**config.mk**
```make
export PLATFORM = sky130hd
export DESIGN_NAME = oserdes_4_to_1
export DESIGN_NICKNAME = d
export VERILOG_FILES = /design/src/rtl/oserdes_pkg.sv /design/src/rtl/oserdes_4_to_1_piso_shift.sv /design/src/rtl/oserdes_4_to_1.sv
export SDC_FILE = /design/constraint.sdc
export NUM_CORES = 1
export LEC_CHECK = 0
export ABC_CLOCK_PERIOD_IN_PS = 1760
export CORE_MARGIN = 5
export CORE_UTILIZATION = 30
export DETAILED_ROUTE_END_ITERATION = 10
export HOLD_SLACK_MARGIN = 0.12
export PLACE_DENSITY = 0.61
export SYNTH_ARGS = -nofsm -noshare
export SYNTH_HDL_FRONTEND = slang
export SYNTH_SLANG_ARGS = --single-unit
```
**constraint.sdc**
```tcl
create_clock -name CLK -period 1.76 [get_ports CLK]
set_input_delay 0.264 -clock CLK [delete_from_list [all_inputs] [get_ports CLK]]
set_output_delay 0.264 -clock CLK [all_outputs]
set_load 0.01 [all_outputs]
```
**src/rtl/oserdes_pkg.sv**
```systemverilog
// Shared definitions for the oserdes_4_to_1 transmit serializer.
//   oserdes_state_e   : FSM states (IDLE, TRAIN, DATA)
//   DEF_TRAIN_PATTERN : default training word (shown LSB-first as 1,1,0,0)
//   DEF_IDLE_WORD     : default word shifted out when DATA has nothing pending
//   clog2()           : bit-counter width helper
package oserdes_pkg;

  typedef enum logic [1:0] {
    ST_IDLE  = 2'd0,
    ST_TRAIN = 2'd1,
    ST_DATA  = 2'd2
  } oserdes_state_e;

  localparam logic [3:0] DEF_TRAIN_PATTERN = 4'b0011;
  localparam logic [3:0] DEF_IDLE_WORD     = 4'b0000;

  function automatic int unsigned clog2(input int unsigned n);
    int unsigned r;
    r = 0;
    for (int unsigned i = 0; i < 32; i++) begin
      if ((32'd1 << i) < n) r = i + 1;
    end
    return r;
  endfunction

endpackage

```
**src/rtl/oserdes_4_to_1_piso_shift.sv**
```systemverilog
// Parallel-in serial-out shifter with bit counter for oserdes_4_to_1.
// Ports:
//   CLK, RST_N     clock, synchronous active-low reset
//   clr_i          clear shifter and bit counter (serializer idle)
//   force_load_i   load slot independent of bit counter (first TRAIN cycle)
//   word_i         word taken by the shifter at a load slot
//   load_slot_o    this cycle is a load slot
//   q_o            serial bit (shifter LSB, registered)
//   word_start_o   high in the cycle q_o carries bit 0 of a word
module oserdes_piso_shift
  import oserdes_pkg::*;
#(
  parameter int unsigned WIDTH = 4
) (
  input  logic             CLK,
  input  logic             RST_N,
  input  logic             clr_i,
  input  logic             force_load_i,
  input  logic [WIDTH-1:0] word_i,
  output logic             load_slot_o,
  output logic             q_o,
  output logic             word_start_o
);

  localparam int unsigned CW = (clog2(WIDTH) < 1) ? 1 : clog2(WIDTH);

  logic [WIDTH-1:0] shift_q, shift_d;
  logic [CW-1:0]    bit_cnt_q, bit_cnt_d;
  logic             ws_q, ws_d;

  assign load_slot_o = force_load_i || (bit_cnt_q == CW'(WIDTH - 1));

  always_comb begin
    shift_d   = shift_q;
    bit_cnt_d = bit_cnt_q;
    ws_d      = 1'b0;
    if (clr_i) begin
      shift_d   = '0;
      bit_cnt_d = '0;
    end else if (load_slot_o) begin
      shift_d   = word_i;
      bit_cnt_d = '0;
      ws_d      = 1'b1;
    end else begin
      shift_d   = shift_q >> 1;
      bit_cnt_d = bit_cnt_q + CW'(1);
    end
  end

  always_ff @(posedge CLK) begin
    if (!RST_N) begin
      shift_q   <= '0;
      bit_cnt_q <= '0;
      ws_q      <= 1'b0;
    end else begin
      shift_q   <= shift_d;
      bit_cnt_q <= bit_cnt_d;
      ws_q      <= ws_d;
    end
  end

  assign q_o          = shift_q[0];
  assign word_start_o = ws_q;

endmodule

```
**src/rtl/oserdes_4_to_1.sv**
```systemverilog
// Fabric-side TX serializer: WIDTH-bit words in over valid/ready, shifted
// out LSB-first one bit per CLK. Sends TRAIN_WORDS training words after
// PLL lock, then data; inserts IDLE_WORD when no word is pending.
// Ports:
//   CLK, RST_N   clock, synchronous active-low reset
//   EN           transmit enable
//   PLL_LOCK     PLL lock; loss forces immediate return to IDLE
//   D, D_VALID   parallel word and its valid
//   D_READY      word is accepted this cycle when D_VALID is high
//   Q            serial data (registered)
//   Q_EN         output enable, high while Q carries train or data
//   WORD_START   Q carries bit 0 of a word
//   TRAIN_DONE   in DATA state
//   UNDERFLOW    sticky, set on idle-word insertion in DATA
//   UNDERFLOW_CNT  saturating insertion count (only with macro
//                  OSERDES_UNDERFLOW_CNT_EN defined)
module oserdes_4_to_1
  import oserdes_pkg::*;
#(
  parameter int unsigned      WIDTH         = 4,
  parameter int unsigned      TRAIN_WORDS   = 16,
  parameter logic [WIDTH-1:0] TRAIN_PATTERN = WIDTH'(DEF_TRAIN_PATTERN),
  parameter logic [WIDTH-1:0] IDLE_WORD     = WIDTH'(DEF_IDLE_WORD)
) (
  input  logic             CLK,
  input  logic             RST_N,
  input  logic             EN,
  input  logic             PLL_LOCK,
  input  logic [WIDTH-1:0] D,
  input  logic             D_VALID,
  output logic             D_READY,
  output logic             Q,
  output logic             Q_EN,
  output logic             WORD_START,
  output logic             TRAIN_DONE,
  output logic             UNDERFLOW
`ifdef OSERDES_UNDERFLOW_CNT_EN
  ,
  output logic [7:0]       UNDERFLOW_CNT
`endif
);

  oserdes_state_e   state_q, state_d;
  logic [7:0]       train_cnt_q, train_cnt_d;
  logic             first_q, first_d;
  logic [WIDTH-1:0] hold_q, hold_d;
  logic             hold_vld_q, hold_vld_d;
  logic             q_en_q, q_en_d;
  logic             uf_q, uf_d;
  logic [WIDTH-1:0] word_d;
  logic             slot, clr, accept, ins_idle;

  assign D_READY = (state_q == ST_DATA) && (!hold_vld_q || slot);
  assign accept  = D_VALID && D_READY;
  // Serializer is held cleared while idle and on the edge that returns to idle.
  assign clr     = (state_q == ST_IDLE) || (state_d == ST_IDLE);

  always_comb begin
    state_d     = state_q;
    train_cnt_d = train_cnt_q;
    first_d     = 1'b0;
    hold_d      = hold_q;
    hold_vld_d  = hold_vld_q;
    q_en_d      = q_en_q;
    uf_d        = uf_q;
    word_d      = IDLE_WORD;
    ins_idle    = 1'b0;
    unique case (state_q)
      ST_IDLE: begin
        if (EN) begin
          state_d = ST_TRAIN;
          first_d = 1'b1;
        end
      end
      ST_TRAIN: begin
        if (slot) begin
          if (!EN) begin
            state_d = ST_IDLE;
          end else if (train_cnt_q == 8'(TRAIN_WORDS)) begin
            // Slot that enters DATA: nothing can be held yet (D_READY was low),
            // so IDLE_WORD goes out; not an underflow since state is still TRAIN.
            state_d = ST_DATA;
          end else begin
            word_d      = TRAIN_PATTERN;
            train_cnt_d = train_cnt_q + 8'd1;
          end
        end
      end
      ST_DATA: begin
        if (slot) begin
          if (!EN) begin
            state_d = ST_IDLE;
          end else if (hold_vld_q) begin
            word_d     = hold_q;
            hold_vld_d = 1'b0;
          end else begin
            ins_idle = 1'b1;
          end
        end
      end
      default: state_d = ST_IDLE;
    endcase
    // New word may enter hold on the same edge the old one is loaded.
    if (accept) begin
      hold_d     = D;
      hold_vld_d = 1'b1;
    end
    if (!PLL_LOCK) state_d = ST_IDLE;
    if (state_d == ST_IDLE) begin
      hold_vld_d  = 1'b0;
      train_cnt_d = '0;
      q_en_d      = 1'b0;
      first_d     = 1'b0;
      ins_idle    = 1'b0;
    end else if (slot) begin
      q_en_d = 1'b1;
    end
    if (ins_idle) uf_d = 1'b1;
  end

  always_ff @(posedge CLK) begin
    if (!RST_N) begin
      state_q     <= ST_IDLE;
      train_cnt_q <= '0;
      first_q     <= 1'b0;
      hold_q      <= '0;
      hold_vld_q  <= 1'b0;
      q_en_q      <= 1'b0;
      uf_q        <= 1'b0;
    end else begin
      state_q     <= state_d;
      train_cnt_q <= train_cnt_d;
      first_q     <= first_d;
      hold_q      <= hold_d;
      hold_vld_q  <= hold_vld_d;
      q_en_q      <= q_en_d;
      uf_q        <= uf_d;
    end
  end

  oserdes_piso_shift #(
    .WIDTH(WIDTH)
  ) u_piso (
    .CLK         (CLK),
    .RST_N       (RST_N),
    .clr_i       (clr),
    .force_load_i(first_q),
    .word_i      (word_d),
    .load_slot_o (slot),
    .q_o         (Q),
    .word_start_o(WORD_START)
  );

  assign Q_EN       = q_en_q;
  assign TRAIN_DONE = (state_q == ST_DATA);
  assign UNDERFLOW  = uf_q;

`ifdef OSERDES_UNDERFLOW_CNT_EN
  logic [7:0] uf_cnt_q;
  always_ff @(posedge CLK) begin
    if (!RST_N) begin
      uf_cnt_q <= '0;
    end else if (ins_idle && (uf_cnt_q != 8'hFF)) begin
      uf_cnt_q <= uf_cnt_q + 8'd1;
    end
  end
  assign UNDERFLOW_CNT = uf_cnt_q;
`endif

endmodule
```
==> results.md <==
- Input/output buffers: 14
- Initial core utilization: 0.311
- Total nets after synthesis: 142
- Post-route clock skew: a little over 0.002 ns
- Die area: roughly 0.0055 mm^2
- H-tree levels: 1
- Slew @ Worst Pin: approximately 0.33 ns
- Highest metal layer with signal wires: met4
- Drt total wl: approximately 2.8 mm
- Cell count after synthesis: between 100 and 150
- First-pass GRT wire length: 4.64 mm
- Worst reg2reg setup slack: around 0.047 ns
- Clk network pwr share: 0.344
- Post-synth ARST share: 0
- Power Internal: 778 uW
- Slowest cell on crit path: dfxtp_2
- Sw Ratio: 0.235
- Minimum clock period: ~1.7 ns
- RePlAce Congestion: ~0.78
- Pins Over Slew Limit: 0
- Largest net degree at the start of global routing: 20
- Placed insts: ~200
- Hold_buf cts: 0
- Die H: 74.4 um
- Min-delay src: u_piso.bit_cnt_q[0]$_SDFF_PP0_
- CTS tree: done
- Post-synth top area cell: dfxtp_1
- Nets: ~180
- Most frequent cells in the layout: dfxtp_1 (21), buf_4 (19), nor2_1 (15), clkdlybuf4s50_1 (11), nand2_1 (8)
- M1 wire length: 1.20 mm
- Headroom to the max-slew limit: 0.782
- FP Rows: 23
- Pwr dens: 587 mW/mm^2
- Sequential share of power: 0.560
- Routed via count: slightly above 1000
- Aggregate global-route resource usage: 0.108
- Worst path arrival time: 1.89 ns
- Die Wd: about 74 um
- R2R depth: 8
- N_diodes: 0
- Post-synthesis cell area: 0.00124 mm^2
- Crit. End Element: flop
- Clock sinks: 25
- Final Hold Vio Count: 0
- Vias in the first global route: between 1000 and 1500
- Outcome: complete, no violations
- Drt wl/cell: about 13 um
- Clock insertion delay at the later pin of the skew report: between 0.2 and 0.3 ns
- RSZ-0062 raised after global routing: true
- CP top delay family: compound AO/OA/AOI/OAI gates
- First-pass DRT Iterations: 4
- TritonCTS Buffers: 3
- Syn avg cell area: between 9 and 10 um^2
- Worst vdd ir: a little under 0.3 mV
- Setup violators final: 0
- CTS clock-pin slew for the worst setup and hold paths: around 0.090 ns
- #FFs+latches synth: 25
- Top cells by area, synth: dfxtp_1 (40%), ha_1 (8.0%), nor2_1 (4.8%)
- Detailed-route DRC error count: 0
- Req. time, crit path: 1.93 ns
- Crit-path cells: inv_2 > ha_1 > and4bb_2 > nand2_4 > a2bb2oi_4 > o21bai_4 > buf_12 > a2111oi_4
- Fraction of layout instances using a drive strength above 1: 0.333
- Top cell type's share of synthesized area: 0.402
- RR Endpoint: u_piso.shift_q[1]$_SDFF_PP0_
- Yosys Warn Count: 0
- Tcrit/Tclk final: 0.974
- Slowest cell delay on critical path: about 0.35 ns
- Worst r2r src: train_cnt_q[1]$_SDFFE_PP0P_
- Leak: between 0.6 and 0.7 nW
- Remaining global-route overflow: 0
- Crit path launch type: flop
- Routed length on met3: ~110 um
- Crit path max fanout: 19
- Core Area: roughly 0.0040 mm^2
- Seq/Total Area, Yosys: 0.402
- Fmax: ~600 MHz
- Comb power frac: 0.096
- Hpwl dp: approximately 2 mm
- Hold EP: u_piso.bit_cnt_q[0]$_SDFF_PP0_
- Final Non-Filler Cells: around 210
- Root Buffer: clkbuf_8
- Initial antenna violation count: 0
- Routed wl met2: approximately 1.4 mm
- 1st-iter DRT viols: 26
- Clock tree buffer depth: 2
- Total of max-cap violations: 0
- Post-synth EDFFs: 0
- Synth Flop Type: dfxtp_1
- Remaining antenna violation count: 0
- Net Sw Power: around 240 uW
- CP Buf/Inv Count: 2
- Final setup TNS: 0 ns
- Setup CP Type: flop to flop
- Synth unique cells: 39
- Area Overhead vs Synth: 39.2%
- Vias/cell: slightly below 5
- Hold depth: 1
- I/O Pins: 15
- Commonest non-fill, non-tap cell in the layout: dfxtp_1
- Hold crit path type: flop to flop
==> Yosys cell counts (all sizes together) (2+ instances only) <==
master / number
nand2: 9
a2111oi: 2
a21oi: 7
xor2: 6
nand3: 4
nand4: 3
nor3: 5
dfxtp: 25
nor2: 17
buf: 4
and3: 3
nor2b: 6
ha: 8
mux2i: 4
inv: 5
==> stage by stage <==
| stage | setup WS (ns) | hold WS [ns] | cell area (um^2) | power (mW) | util |
|---|---|---|---|---|---|
| final | 0.0465 | 0.455 | 1730 | 1.02 | 0.433 |
| after floorplan | 0.00999 | 0.378 | 1250 | 0.630 | - |
| after global routing | -0.0356 | 0.472 | 1730 | 1.06 | 0.433 |
| after CTS | 0.0185 | 0.450 | 1670 | 1.02 | 0.418 |
| after global placement | -0.211 | 0.416 | 1560 | 0.665 | 0.390 |
| after detailed placement | -0.239 | 0.430 | 1560 | 0.666 | 0.390 |
==> flip-flops by register name (all words and copies together), names as in the netlist <==
name,count
Q_EN,1
UNDERFLOW,1
first_q,1
hold_q,4
hold_vld_q,1
state_q,2
train_cnt_q,8
u_piso.bit_cnt_q,2
u_piso.shift_q,4
u_piso.word_start_o,1
==> worst max-delay path by stage <==
| stage | from | slack [ns] | to | cells past startpoint |
|---|---|---|---|---|
| 4_1_cts | train_cnt_q[1]$_SDFFE_PP0P_ | 0.02 | u_piso.shift_q[1]$_SDFF_PP0_ | 8 |
| 3_3_place_gp | EN | -0.21 | u_piso.shift_q[0]$_SDFF_PP0_ | 7 |
| 3_5_place_dp | EN | -0.24 | u_piso.shift_q[1]$_SDFF_PP0_ | 7 |
| 2_1_floorplan | state_q[0]$_SDFF_PN0_ | 0.01 | train_cnt_q[0]$_SDFFE_PP0P_ | 9 |
| 6_report | train_cnt_q[1]$_SDFFE_PP0P_ | 0.05 | u_piso.shift_q[1]$_SDFF_PP0_ | 8 |
| 5_1_grt | train_cnt_q[0]$_SDFFE_PP0P_ | -0.04 | u_piso.shift_q[0]$_SDFF_PP0_ | 8 |
==> routing by layer <==
| metal | GRT usage | up-vias |
|---|---|---|
| met5 | 0 | - |
| met4 | 0.0474 | 0 |
| met3 | 0.0284 | 8 |
| met2 | 0.195 | 14 |
| met1 | 0.117 | 482 |
| li1 | - | 510 |
==> layout make-up <==
cell class	instances	area, um^2
Inverter	5	21.3
Sequential cell	25	505
Fill cell	372	2270
Clock inverter	1	7.51
Clock buffer	3	41.3
Tap cell	50	62.6
Multi-Input combinational cell	91	791
Timing Repair Buffer	34	303
==> power by group through the flow <==
stage / Combinational (mW) / Sequential (mW) / Clock [mW]
2_1_floorplan: 0.0463 / 0.583 / 0
3_3_place_gp: 0.0826 / 0.582 / 0
3_5_place_dp: 0.0836 / 0.583 / 0
4_1_cts: 0.0927 / 0.570 / 0.360
5_1_grt: 0.104 / 0.570 / 0.381
6_report: 0.0973 / 0.570 / 0.350
==> cell families (layout without fill, tap and decap cells) <==
| family | count (synthesis) | after routing | share of synthesized area |
|---|---|---|---|
| AOI/OAI and AO/OA | 19 | 19 | 0.154 |
| xor gates and xnor gates | 7 | 7 | 0.0493 |
| adders and majority gates | 8 | 8 | 0.0805 |
| buffers and inverters | 9 | 43 | 0.0483 |
| DFF | 25 | 25 | 0.402 |
| muxes | 4 | 4 | 0.0322 |
| and+or+nand+nor | 53 | 53 | 0.233 |
==> worst reg2reg max path: stages, from the launching register on <==
cell and delay [ns]:
dfxtp_2 0.35, inv_2 0.04, ha_1 0.17, and4bb_2 0.25
nand2_4 0.12, a2bb2oi_4 0.19, o21bai_4 0.08, buf_12 0.16
a2111oi_4 0.27
==> repair_timing <==
action | 4_1_cts | 5_1_grt
gates resized for setup | 16 | 11
setup buffers | 0 | 2
pin swaps | 2 | 3
endpoints found under the setup margin | 4 | 5
No activity file was read; power rests on OpenSTA's default activity.
